==> src/rtl/tc_fifo_arbiter.sv <==
// Round-robin scheduler that merges four per-class source FIFOs into one
// downstream FIFO. Each cycle at most one non-empty source is popped. Its word
// is captured one cycle later and pushed downstream two cycles after the pop.
module tc_fifo_arbiter #(
    parameter int unsigned NUM_SRC = 4,
    parameter int unsigned DATA_W  = 12,
    parameter int unsigned BURST   = 2
) (
    input  logic                      clk,
    input  logic                      reset,
    input  logic                      enable,
    input  logic [NUM_SRC-1:0]        src_empty,
    input  logic [NUM_SRC*DATA_W-1:0] src_data,
    output logic [NUM_SRC-1:0]        src_pop,
    input  logic                      dst_almost_full,
    output logic                      dst_push,
    output logic [DATA_W-1:0]         dst_data,
    output logic [1:0]                grant_id,
    output logic                      grant_valid,
    output logic [NUM_SRC*8-1:0]      class_cnt
);

    // Stay on the last class while the burst count is below this value.
    localparam logic [3:0] BurstLim = 4'(BURST - 1);

    logic [1:0]         last_q;
    logic [3:0]         burst_q;
    logic               started_q;  // a real grant has happened since reset
    logic [NUM_SRC-1:0] elig;
    logic               can_issue;
    logic [1:0]         sel;
    logic [1:0]         idx;
    logic               found;
    logic [3:0]         burst_d;

    // Pick the next class and drive the pop in the same cycle.
    always_comb begin
        elig      = ~src_empty;
        can_issue = enable & ~dst_almost_full & ~reset & (elig != '0);
        sel       = last_q;
        burst_d   = burst_q;
        idx       = last_q;
        found     = 1'b0;
        if (started_q && elig[last_q] && (burst_q < BurstLim)) begin
            sel     = last_q;
            burst_d = burst_q + 4'd1;
        end else begin
            // Scan last+1 .. last+4; the final step wraps back onto last itself,
            // so a lone eligible class keeps its grant regardless of the burst.
            for (int unsigned k = 1; k <= NUM_SRC; k++) begin
                idx = last_q + 2'(k);
                if (!found && elig[idx]) begin
                    sel   = idx;
                    found = 1'b1;
                end
            end
            if (!started_q || (sel != last_q)) begin
                burst_d = 4'd0;
            end else if (burst_q != 4'hF) begin
                burst_d = burst_q + 4'd1;
            end
        end
        src_pop = '0;
        if (can_issue) begin
            src_pop[sel] = 1'b1;
        end
    end

    // Scheduler state: last granted class and its consecutive-grant count.
    always_ff @(posedge clk) begin
        if (reset) begin
            last_q    <= 2'd3;
            burst_q   <= 4'd0;
            started_q <= 1'b0;
        end else if (can_issue) begin
            last_q    <= sel;
            burst_q   <= burst_d;
            started_q <= 1'b1;
        end
    end

    // Two-stage pipeline: grant stage, then capture/push and per-class count.
    always_ff @(posedge clk) begin
        if (reset) begin
            grant_valid <= 1'b0;
            grant_id    <= 2'd0;
            dst_push    <= 1'b0;
            dst_data    <= '0;
            class_cnt   <= '0;
        end else begin
            grant_valid <= can_issue;
            if (can_issue) begin
                grant_id <= sel;
            end
            dst_push <= grant_valid;
            if (grant_valid) begin
                dst_data <= src_data[32'(grant_id)*DATA_W +: DATA_W];
                class_cnt[32'(grant_id)*8 +: 8] <= class_cnt[32'(grant_id)*8 +: 8] + 8'd1;
            end
        end
    end

endmodule

==> config.mk <==
export PLATFORM = sky130hd
export DESIGN_NAME = tc_fifo_arbiter
export DESIGN_NICKNAME = d
export VERILOG_FILES = /design/src/rtl/tc_fifo_arbiter.sv
export SDC_FILE = /design/constraint.sdc
export NUM_CORES = 1
export LEC_CHECK = 0
export BUFFER_PORTS_ARGS = -buffer_cell sky130_fd_sc_hd__buf_2
export CAP_MARGIN = 10
export CORE_MARGIN = 8
export CORE_UTILIZATION = 53
export CTS_CLUSTER_SIZE = 40
export DETAILED_ROUTE_END_ITERATION = 8
export PLACE_DENSITY = 0.92
export SYNTH_ARGS = -nofsm -noshare
export SYNTH_HDL_FRONTEND = slang
export SYNTH_SLANG_ARGS = --single-unit
==> constraint.sdc <==
create_clock -name clk -period 6.8 [get_ports clk]
set_input_delay 1.7 -clock clk [delete_from_list [all_inputs] [get_ports clk]]
set_output_delay 1.7 -clock clk [all_outputs]
set_load 0.005 [all_outputs]
==> results.txt <==
The net count after synthesis is 346. For the worst setup path, the data arrival time is 3.28 ns. The reported leakage power came out at 1.55 nW. The critical path contains buffers and inverters numbering 2 combined. The final wirelength is 8180 um.

Counting I/O delays and the setup requirement, the final critical path takes 4.98 ns. The gate count of the mapped netlist came out at 282. The transition time at the pin with the least slew margin came out at 1.05 ns. In the finished design, the share of the clock period the worst path needs comes to 73.3%. The max-slew violation count came to 0. The cell area after technology mapping came out at 2870 um2. For this design the total switching power over the nets is 0.158 mW.

The source-to-sink clock delay at the later pin of the worst-skew pair came out at 0.31 ns. The class of the worst hold path is register to register. By area the synthesized netlist is led by dfxtp_1 38%, mux4_2 16%, mux2i_1 5.2%. The combined flip-flop and latch cell area is 1100 um2. Setup repair after global routing left no endpoint under its margin. The kind of capture point of the worst setup path is an output port. Once layout is complete, the utilization of the core stands at 65.6%. In this run, synthesis inferred 0 flip-flops with an integrated enable. The worst setup path is of the primary input to output port kind. The share of total power in the clock network came out at 29.8%. Of all nets on the critical path, the largest fanout is 7. The signal on the critical path passes through buf_2 -> mux4_1 -> nor2_2 -> a211o_1 -> xor2_1 -> nor3b_1 -> buf_2. The startpoint kind of the worst setup timing path is a primary input.

After global routing the overflow that remains totals 0. In this design, the stage delay of the slowest critical-path cell is 0.52 ns. The post-synthesis cell type count is 44. The setup-violating endpoint count in the final report came out at 0.

The data required time at the worst endpoint is 5.10 ns. The full die area is 8030 um2. In this run the power density over the cells is 171 nW/um2.

The post-synthesis sequential element count is 55. The maximum clock frequency came out at 201 MHz. The post-layout worst setup margin is 1.82 ns. Entering global routing, the biggest net connects 48 pins. From left edge to right edge, the die measures 89.6 um. The number of antenna violations at the first check in global routing came out at 0. Clock skew on the completed layout was measured at 0.0141 ns. The routability congestion estimate from global placement is 0.864. The via count normalized by instance count is 5.82. The top-level I/O count came out at 108. In this run, post-CTS repair resized a total of 0 instances. Measured against its own limit, the worst slew margin works out to 30.1%.

The pre-antenna-repair detailed-routing pass consisted of 4 iterations. The number of placement rows is 27. The top-area cell type share of the netlist area came out at 38.3%. The number of post-CTS setup repair buffers is 0. The first global-routing pass estimated 12,900 um of wire. The number of endpoints with negative hold slack in the final report is 0.

The setup slack at placement is 1.82 ns. In the final layout, the share of cells above drive strength 1 is 36.8%. During placement, the flow inserted port buffers numbering 107.

In the synthesized netlist, the cells that appear most often are 55 x dfxtp_1, 39 x nor2_1, 20 x mux4_2, 19 x nand2_1, 15 x mux2i_1. The cell with the most instances on the worst path is buf_2. For this run, the register share of the synthesized area comes to 38.3%. The core area came out at 5370 um2. The sum of negative setup slack came out at 0 ns.

The mean routed wirelength per cell came out at 18.0 um. Detailed placement ended at an HPWL of 6260 um. The part of the power in combinational logic came out at 13.7%. The most common cell in the synthesized netlist is dfxtp_1. The maximum vdd ir drop is 0.0860 mV. The number of clock sinks is 55.

The flow ran to the end, and the final reports show no timing, DRC or antenna violations. The effective utilization at floorplan is 53.5%. TritonCTS built the clock tree.

In the global route stage, overall resource usage came out at 20.7%. The slowest stage of the critical path belongs to the cell mux4_1. The number of global-route vias before repair was 2,673. During synthesis, Yosys emitted a total of 0 warnings. The post-route antenna net violation count came out at 0.

Summing all multi-input logic gate instances after layout gives 1680 um2. The switching power as a share of total power came out at 26.2%. The power share of the sequential group came out at 56.5%. The number of design-rule violations left by the first detailed-router iteration is 284. In this run the mean area of a mapped cell was 10.2 um2. The root buffer cell chosen for the clock tree is clkbuf_8. The internal power consumption is 0.446 mW. The H-tree was split into 2 levels.

The diode insertion count for antenna repair is 0. The total CTS buffers came out at 5. After clock tree synthesis, the clock-pin slew on the worst setup and hold paths is 0.10 ns.

The maximum clock insertion buffer count is 2. The most used flip-flop cell after synthesis is dfxtp_1. After filler insertion, the fill cell instance count of the layout stands at 437.

The number of vias after detailed routing is 2,647. Grouping stages by cell kind, the critical path spends the most delay in multiplexers. The share of flip-flops with an asynchronous set or reset after synthesis came out at 0%. The number of buffers inserted for hold repair after clock tree synthesis is 0. The floorplan step set the die height to 89.6 um. The synthesis-to-layout area growth came out at 22.7%. The biggest area contributor in the post-synthesis netlist is dfxtp_1. The post-layout net count is 446.

The residual DRC count came out at 0. The number of max-cap violations came out at 0.
routing by layer:
layer | global-route usage, % | routed length [um] | up-vias
li1 | - | - | 1249
met1 | 23.7 | 3180 | 1287
met2 | 37.1 | 4240 | 105
met3 | 5.00 | 690 | 6
met4 | 6.04 | 70 | 0
met5 | 0 | 0 | -
power groups by stage:
stage | clock network, mW | logic, mW | registers (mW)
6_report | 0.180 | 0.0831 | 0.341
5_1_grt | 0.193 | 0.0911 | 0.343
4_1_cts | 0.180 | 0.0830 | 0.341
3_5_place_dp | 0 | 0.0825 | 0.349
3_3_place_gp | 0 | 0.0790 | 0.348
2_1_floorplan | 0 | 0.0607 | 0.339
layout make-up:
cell class | instances | area share (%)
multi-input combinational | 207 | 47.7
clock buffer | 5 | 1.95
timing repair buffer | 108 | 15.4
clock inverter | 3 | 0.533
inverter | 5 | 0.533
sequential | 55 | 31.3
tap | 72 | 2.56
layout by cell type, fill, tap and decap left out, types with 2 or more instances in the layout:
cell type  instances
a22oi_1            8
nor3_1             3
nand4_1            2
nor2b_1            6
and4_1             2
nand2b_1           5
inv_1              5
buf_2            107
ha_1               8
nor3b_1            2
a21oi_1           13
o21ai_0           13
nand3_1            6
mux2i_1           15
mux4_2            20
dfxtp_1           54
nand4b_1           3
nor2_1            39
clkinv_2           2
a211oi_1           4
nand2_1           19
xor2_1             7
o21bai_1           2
a22o_1            12
clkbuf_8           5
per-stage QoR:
| step | hold WS, ns | cells | total power, mW | area, um2 |
|---|---|---|---|---|
| floorplan | 0.458 | 282 | 0.399 | 2870 |
| global placement | 0.456 | 447 | 0.427 | 3440 |
| detailed placement | 0.465 | 447 | 0.431 | 3440 |
| CTS | 0.486 | 455 | 0.605 | 3520 |
| global route | 0.527 | 455 | 0.627 | 3520 |
| finish | 0.485 | 455 | 0.604 | 3520 |
path summary, 6_finish.rpt:
check                              startpoint             to  slack, ns  depth (start not counted)
worst max-delay path             src_empty[2]     src_pop[2]       1.82                          7
worst min-delay path            class_cnt[28]  class_cnt[28]       0.48                          2
worst max register to register    grant_id[0]   class_cnt[5]       3.81                          5
worst min register to register  class_cnt[28]  class_cnt[28]       0.48                          2
registers in the layout (all words and copies together) (netlist names):
| register | count |
|---|---|
| burst_q | 4 |
| class_cnt | 32 |
| dst_data | 12 |
| dst_push | 1 |
| grant_id | 2 |
| grant_valid | 1 |
| last_q | 2 |
| started_q | 1 |
cell families (layout without fill, tap and decap cells):
kind of cell	after synthesis	count (layout)	synth area share (%)
DFF	55	55	38.3
xor gates and xnor gates	8	8	2.44
and+or+nand+nor	97	97	17.0
adders and majority gates	8	8	3.49
buffers and inverters	20	121	3.09
muxes	37	37	22.2
AOI/OAI and AO/OA	57	57	13.5
worst register-to-register path, delay by kind of cell, from the launching register on:
kind / cells / cell delay (ns)
AOI/OAI and AO/OA: 1 / 0.19
buffers and inverters: 1 / 0.24
DFF: 1 / 0.94
adders and majority gates: 1 / 0.42
and+or+nand+nor: 2 / 1.16
Note: power is estimated with default switching activity, not from simulation.
